`src/rtl/seg7_pkg.sv`:
```
// Shared types and constants for the 8-digit 7-segment scan serializer.
package seg7_pkg;

    localparam int N_DIGITS = 8;
    localparam int WORD_W   = 16;

    typedef enum logic [2:0] {
        IDLE,
        LOAD,
        SHIFT,
        LATCH,
        HOLD
    } state_t;

    // Hex nibble to segment pattern, bit order {g,f,e,d,c,b,a}, 1 = lit.
    function automatic logic [6:0] hex_to_seg(input logic [3:0] nibble);
        logic [6:0] seg;
        case (nibble)
            4'h0: seg = 7'h3F;
            4'h1: seg = 7'h06;
            4'h2: seg = 7'h5B;
            4'h3: seg = 7'h4F;
            4'h4: seg = 7'h66;
            4'h5: seg = 7'h6D;
            4'h6: seg = 7'h7D;
            4'h7: seg = 7'h07;
            4'h8: seg = 7'h7F;
            4'h9: seg = 7'h6F;
            4'hA: seg = 7'h77;
            4'hB: seg = 7'h7C;
            4'hC: seg = 7'h39;
            4'hD: seg = 7'h5E;
            4'hE: seg = 7'h79;
            4'hF: seg = 7'h71;
            default: seg = 7'h00;
        endcase
        return seg;
    endfunction

endpackage

```
`src/rtl/seg7_hex_encoder.sv`:
```
// Turns one digit (nibble, decimal point, blank flag) into an active-high segment byte.
module seg7_hex_encoder
    import seg7_pkg::*;
(
    input  logic [3:0] nibble,
    input  logic       dp,
    input  logic       blank,
    output logic [7:0] seg
);

    // Blanking wins over both the glyph and the decimal point.
    always_comb begin
        seg = 8'h00;
        if (!blank) begin
            seg = {dp, hex_to_seg(nibble)};
        end
    end

endmodule

```
`src/rtl/seg7_scan_serializer.sv`:
```
// Scans 8 hex digits and shifts one {seg, digit_sel} word per digit into a 74HC595 chain.
module seg7_scan_serializer
    import seg7_pkg::*;
#(
    parameter int CLK_DIV     = 2,
    parameter int HOLD_CYCLES = 0,
    parameter bit SEG_INV     = 1'b0,
    parameter bit DIG_INV     = 1'b0
) (
    input  logic                  clk,
    input  logic                  rst,
    input  logic                  enable,
    input  logic [4*N_DIGITS-1:0] digits_i,
    input  logic [N_DIGITS-1:0]   dp_i,
    input  logic [N_DIGITS-1:0]   blank_i,
    output logic                  sclk,
    output logic                  serial_data,
    output logic                  rclk,
    output logic [4:0]            line_counter,
    output logic [4:0]            s_counter,
    output logic [WORD_W-1:0]     line_data
);

    localparam int CNT_W = 16;
    localparam logic [CNT_W-1:0] DIV_LAST     = CNT_W'(CLK_DIV - 1);
    localparam logic [CNT_W-1:0] RCLK_RISE_AT = CNT_W'(CLK_DIV - 1);
    localparam logic [CNT_W-1:0] RCLK_FALL_AT = CNT_W'(2 * CLK_DIV - 1);
    localparam logic [CNT_W-1:0] LATCH_LAST   = CNT_W'(4 * CLK_DIV - 1);
    localparam logic [CNT_W-1:0] HOLD_LAST    = CNT_W'(HOLD_CYCLES - 1);
    localparam logic [4:0]       LAST_DIGIT   = 5'(N_DIGITS - 1);
    localparam logic [4:0]       LAST_BIT     = 5'(WORD_W - 1);

    state_t                state;
    logic [CNT_W-1:0]      phase_cnt;
    logic [4*N_DIGITS-1:0] frame_digits;
    logic [N_DIGITS-1:0]   frame_dp;
    logic [N_DIGITS-1:0]   frame_blank;

    logic [4*N_DIGITS-1:0] src_digits;
    logic [N_DIGITS-1:0]   src_dp;
    logic [N_DIGITS-1:0]   src_blank;
    logic [2:0]            digit_idx;
    logic [3:0]            cur_nibble;
    logic [7:0]            enc_seg;
    logic [WORD_W-1:0]     next_word;
    logic [3:0]            next_bit_idx;
    logic [4:0]            next_line;

    assign digit_idx    = line_counter[2:0];
    assign cur_nibble   = src_digits[{digit_idx, 2'b00} +: 4];
    assign next_bit_idx = 4'd14 - s_counter[3:0];
    assign next_line    = (line_counter == LAST_DIGIT) ? 5'd0 : line_counter + 5'd1;
    assign next_word    = {enc_seg ^ {8{SEG_INV}}, (8'h01 << digit_idx) ^ {8{DIG_INV}}};

    // Digit 0 reads the live inputs (they are snapshotted that same cycle); later digits read the frame copy.
    always_comb begin
        src_digits = frame_digits;
        src_dp     = frame_dp;
        src_blank  = frame_blank;
        if (line_counter == 5'd0) begin
            src_digits = digits_i;
            src_dp     = dp_i;
            src_blank  = blank_i;
        end
    end

    seg7_hex_encoder u_encoder (
        .nibble (cur_nibble),
        .dp     (src_dp[digit_idx]),
        .blank  (src_blank[digit_idx]),
        .seg    (enc_seg)
    );

    // Scan FSM: load a word, shift 16 bits MSB-first, pulse the latch, hold, then move to the next digit.
    always_ff @(posedge clk) begin
        if (rst) begin
            state        <= IDLE;
            phase_cnt    <= '0;
            sclk         <= 1'b0;
            rclk         <= 1'b0;
            serial_data  <= 1'b0;
            line_counter <= '0;
            s_counter    <= '0;
            line_data    <= '0;
            frame_digits <= '0;
            frame_dp     <= '0;
            frame_blank  <= '0;
        end else begin
            case (state)
                IDLE: begin
                    if (enable) begin
                        state <= LOAD;
                    end
                end
                LOAD: begin
                    if (line_counter == 5'd0) begin
                        frame_digits <= digits_i;
                        frame_dp     <= dp_i;
                        frame_blank  <= blank_i;
                    end
                    line_data   <= next_word;
                    serial_data <= next_word[WORD_W-1];
                    s_counter   <= '0;
                    sclk        <= 1'b0;
                    phase_cnt   <= '0;
                    state       <= SHIFT;
                end
                SHIFT: begin
                    if (phase_cnt != DIV_LAST) begin
                        phase_cnt <= phase_cnt + CNT_W'(1);
                    end else begin
                        phase_cnt <= '0;
                        if (!sclk) begin
                            sclk <= 1'b1;
                        end else begin
                            sclk      <= 1'b0;
                            s_counter <= s_counter + 5'd1;
                            if (s_counter == LAST_BIT) begin
                                state <= LATCH;
                            end else begin
                                serial_data <= line_data[next_bit_idx];
                            end
                        end
                    end
                end
                LATCH: begin
                    if (phase_cnt == RCLK_RISE_AT) begin
                        rclk <= 1'b1;
                    end
                    if (phase_cnt == RCLK_FALL_AT) begin
                        rclk <= 1'b0;
                    end
                    if (phase_cnt != LATCH_LAST) begin
                        phase_cnt <= phase_cnt + CNT_W'(1);
                    end else begin
                        phase_cnt <= '0;
                        if (HOLD_CYCLES == 0) begin
                            line_counter <= next_line;
                            state        <= enable ? LOAD : IDLE;
                        end else begin
                            state <= HOLD;
                        end
                    end
                end
                HOLD: begin
                    if (phase_cnt != HOLD_LAST) begin
                        phase_cnt <= phase_cnt + CNT_W'(1);
                    end else begin
                        phase_cnt    <= '0;
                        line_counter <= next_line;
                        state        <= enable ? LOAD : IDLE;
                    end
                end
                default: begin
                    state <= IDLE;
                end
            endcase
        end
    end

endmodule

```
`config.mk`:
```
export PLATFORM = sky130hd
export DESIGN_NAME = seg7_scan_serializer
export DESIGN_NICKNAME = d
export VERILOG_FILES = /design/src/rtl/seg7_pkg.sv /design/src/rtl/seg7_hex_encoder.sv /design/src/rtl/seg7_scan_serializer.sv
export SDC_FILE = /design/constraint.sdc
export NUM_CORES = 1
export LEC_CHECK = 0
export CAP_MARGIN = 30
export CORE_ASPECT_RATIO = 0.9
export CORE_MARGIN = 2
export CORE_UTILIZATION = 58
export DETAILED_ROUTE_END_ITERATION = 12
export PLACE_DENSITY = 0.91
export SLEW_MARGIN = 30
export SYNTH_ARGS = -nofsm -noshare
export SYNTH_HDL_FRONTEND = slang
export SYNTH_SLANG_ARGS = --single-unit
```
`constraint.sdc`:
```
create_clock -name clk -period 8.6 [get_ports clk]
set_input_delay 2.58 -clock clk [delete_from_list [all_inputs] [get_ports clk]]
set_output_delay 2.58 -clock clk [all_outputs]
set_load 0.05 [all_outputs]
```
==> flow_metrics.tcl <==
set metrics [dict create \
    p_leak_nw 2.240 \
    setup_viol 0 \
    drc 0 \
    relSlewSlack_pct 44.77 \
    synth_edf_count 0 \
    p_comb_share_pct 30.5 \
    p_switching_mw 0.4296 \
    clock_power_share_pct 24.2 \
    cts_buffers 9 \
    critPathMaxFanout 5 \
    syn_avg_cell_area_um2 8.394 \
    hold_ws_ns 0.4598 \
    dieArea_mm2 0.009416 \
    clock-sinks 95 \
    row_count 32 \
    p_sw_share_pct 36.53 \
    grt_pass1_vias 4335 \
    cts_resized 0 \
    p_per_area_mw_per_mm2 195.4 \
    fp.coreArea_mm2 0.008488 \
    seqPwrFrac_pct 45.3 \
    h-tree-depth 3 \
    ys_seq_elements 95 \
    drv_cap 0 \
    min_from "frame_blank[5]" \
    crit-reg2reg-capture "line_data[14]" \
    use_met3_pct 5.183 \
    rsz0062_at_grt "no" \
    p_int_mw 0.7464 \
    io_pins 80 \
    via_per_inst 5.814 \
    fin_setup_tns_ns 0 \
    slew_viol_final 0 \
    required_ns 8.91 \
    synth_warnings 0 \
    max_freq_ghz 0.2059 \
    critPathMaxStageDelay_ns 0.51 \
    crit_end "line_data[14]" \
    postCtsSetupBuffers 0 \
    fillers 656 \
    worstMarginPinSlew_ns 0.8284 \
    rrSetupSlack_ns 4.44 \
    diodes 0 \
    dieWidth_um 102.1 \
    period_share_pct 56.49 \
    clk_pin_slew_worst_paths_ns 0.09 \
    ys_seq_area_share_pct 37.89 \
    vdd_drop_max_v 0.0001142 \
    fin_crit_ns 4.858 \
    skew_ns 0.01207 \
    post_drt_wl_per_cell_um 15.19 \
    layout_common_cells "130 x nand2_1, 95 x dfxtp_1, 79 x a21oi_1" \
    crit_chain "clkdlybuf4s50_1, nor3_1, or4_4, a221oi_4, inv_1, ha_1, mux2_2, a221oi_1, a21o_1" \
    fp.dieH_um 92.26 \
    postCtsHoldBufs 0 \
    syn-instance-count 598 \
    grtUsageMet1_pct 34.29 \
    start_kind "input pin" \
    grt_max_degree 82 \
    drt_iter0_drc 415 \
    nNetsFinal 729 \
    ys_async_sr_fraction_pct 0 \
    use_met2_pct 43.70 \
    grt-busiest-layer "met2" \
    synthesis.area_mm2 0.005020 \
    ys_types 63 \
    criticalPathCategory "in -> reg" \
    syn-num-nets 670 \
    antenna_found_initial 0 \
    hold_viol_final 0 \
    grt_pass1_wl_um 19850 \
    crit_start "digits_i[16]" \
    arrival_ns 5.17 \
    hold_path.class "reg -> reg" \
    vias 4541 \
    insertion_delay_ns 0.37 \
    overflow 0 \
    status "finished, final reports clean" \
    slowest_stage "or4_4" \
    gp_congestion 0.9261 \
    end_kind "flop" \
    start_util_pct 59.14 \
    final_common_cell "nand2_1" \
    r2r_cells 11 \
    r2r_start "line_counter[1]" \
    drive_gt1_share_pct 8.459 \
    first_pass_iters 5 \
    cts_tree "yes" \
    grt_use_total_pct 26.17 \
    place.port_buffers 79 \
    drt_wl_total_um 11870 \
    cts-root-buf "clkbuf_8" \
    finish.utilization_pct 70.92 \
    synthToLayoutAreaGrowth_pct 19.92 \
    clockBufferDepth 2 \
    postRouteAntennaNets 0 \
    ys.flop_type "dfxtp_1" \
    dpl.hpwl_um 8343 \
    p_total_mw 1.176 \
]
## worst max-delay path, delay by kind of cell
| kind | cells | cell delay (ns) |
|---|---|---|
| AO/OA/AOI/OAI | 3 | 0.81 |
| adder cells (fa/ha/maj) | 1 | 0.26 |
| buffers and inverters | 2 | 0.67 |
| multiplexers | 1 | 0.27 |
| AND/OR/NAND/NOR | 2 | 0.58 |
## kinds of logic (layout without fill, tap and decap cells)
kind of cell | Yosys count | in the layout | share of synthesized area, %
buffers and inverters | 52 | 116 | 4.437
DFF | 95 | 95 | 37.89
AOI/OAI and AO/OA | 122 | 122 | 14.81
adders and majority gates | 21 | 21 | 5.234
and+or+nand+nor | 254 | 254 | 23.33
muxes | 39 | 39 | 11.69
xor gates and xnor gates | 15 | 15 | 2.617
## metrics by stage
stage / instances / worst slack, ns / area [um2]
2_1_floorplan: 598 / 4.152 / 5020
5_1_grt: 781 / 3.680 / 6020
3_3_place_gp: 765 / 3.506 / 5833
4_1_cts: 781 / 3.792 / 6020
3_5_place_dp: 765 / 3.412 / 5833
6_report: 781 / 3.742 / 6020
## synthesized netlist by cell type (2+ instances only)
cell type  instances  area share (%)
buf_1              2            0.15
or4_1              2            0.30
nor2_1            41             3.1
inv_1             14             1.0
mux2i_1           17             3.4
nand3_1           13             1.3
buf_4              2            0.30
a31oi_1            2            0.25
nor3_1            12             1.2
mux2_2             7             1.6
a211oi_1           2            0.30
ha_1              21             5.2
a22oi_1            2            0.30
buf_2              4            0.40
or2_2              2            0.25
buf_6              2            0.45
xnor2_1           12             2.1
and3_1             8             1.0
clkbuf_1          27             2.0
nand4_1            2            0.25
a2111oi_0          2            0.35
o21ai_1            3            0.30
nand2b_1          13             1.6
o21ai_0            9            0.90
mux4_2            15             6.7
nor4_1             7            0.87
a21oi_1           79             7.9
and2_1             2            0.25
nand2_1          130             9.7
dfxtp_1           95              38
or3_1              4            0.50
a21o_1             4            0.60
xor2_1             3            0.52
nor2b_1            9             1.1
## layer usage
metal  share of wire (%)  wire (um)  up-vias
met5                   0          0        -
met4                 1.7        198        0
met3                 7.3        869       21
met2                  49       5822      186
met1                  42       4975     2139
li1                    -          -     2195
## how the worst min path moves through the flow
stage                                  end  slack [ns]  depth (start not counted)
after floorplan             frame_blank[5]        0.43                          2
after global placement      frame_blank[5]        0.44                          2
after detailed placement  frame_digits[17]        0.45                          2
after CTS                 frame_digits[10]        0.46                          2
after global routing      frame_digits[25]        0.48                          2
final                       frame_blank[5]        0.46                          2
## power by group through the flow
| stage | Combinational (mW) | Sequential [mW] | Clock [mW] |
|---|---|---|---|
| after floorplan | 0.232 | 0.566 | 0 |
| after global placement | 0.341 | 0.538 | 0 |
| after detailed placement | 0.355 | 0.543 | 0 |
| after CTS | 0.357 | 0.533 | 0.288 |
| after global routing | 0.397 | 0.540 | 0.305 |
| final | 0.358 | 0.533 | 0.284 |
## state kept, by name, summed over array words and instances (netlist names)
name	cells
frame_dp	8
state	2
rclk	1
frame_digits	32
s_counter	5
phase_cnt	16
line_data	16
line_counter	5
frame_blank	8
sclk	1
serial_data	1
## final cells by class
cell class	count	area [um2]	share of cell area, %
clock buffer	9	123.9	2.058
clock inverter	7	62.56	1.039
inverter	15	56.30	0.9354
multi-input combinational	451	2895	48.10
sequential	95	1902	31.59
tap	119	148.9	2.474
timing repair buffer	85	830.8	13.80
Note: power is estimated with default switching activity, not from simulation.
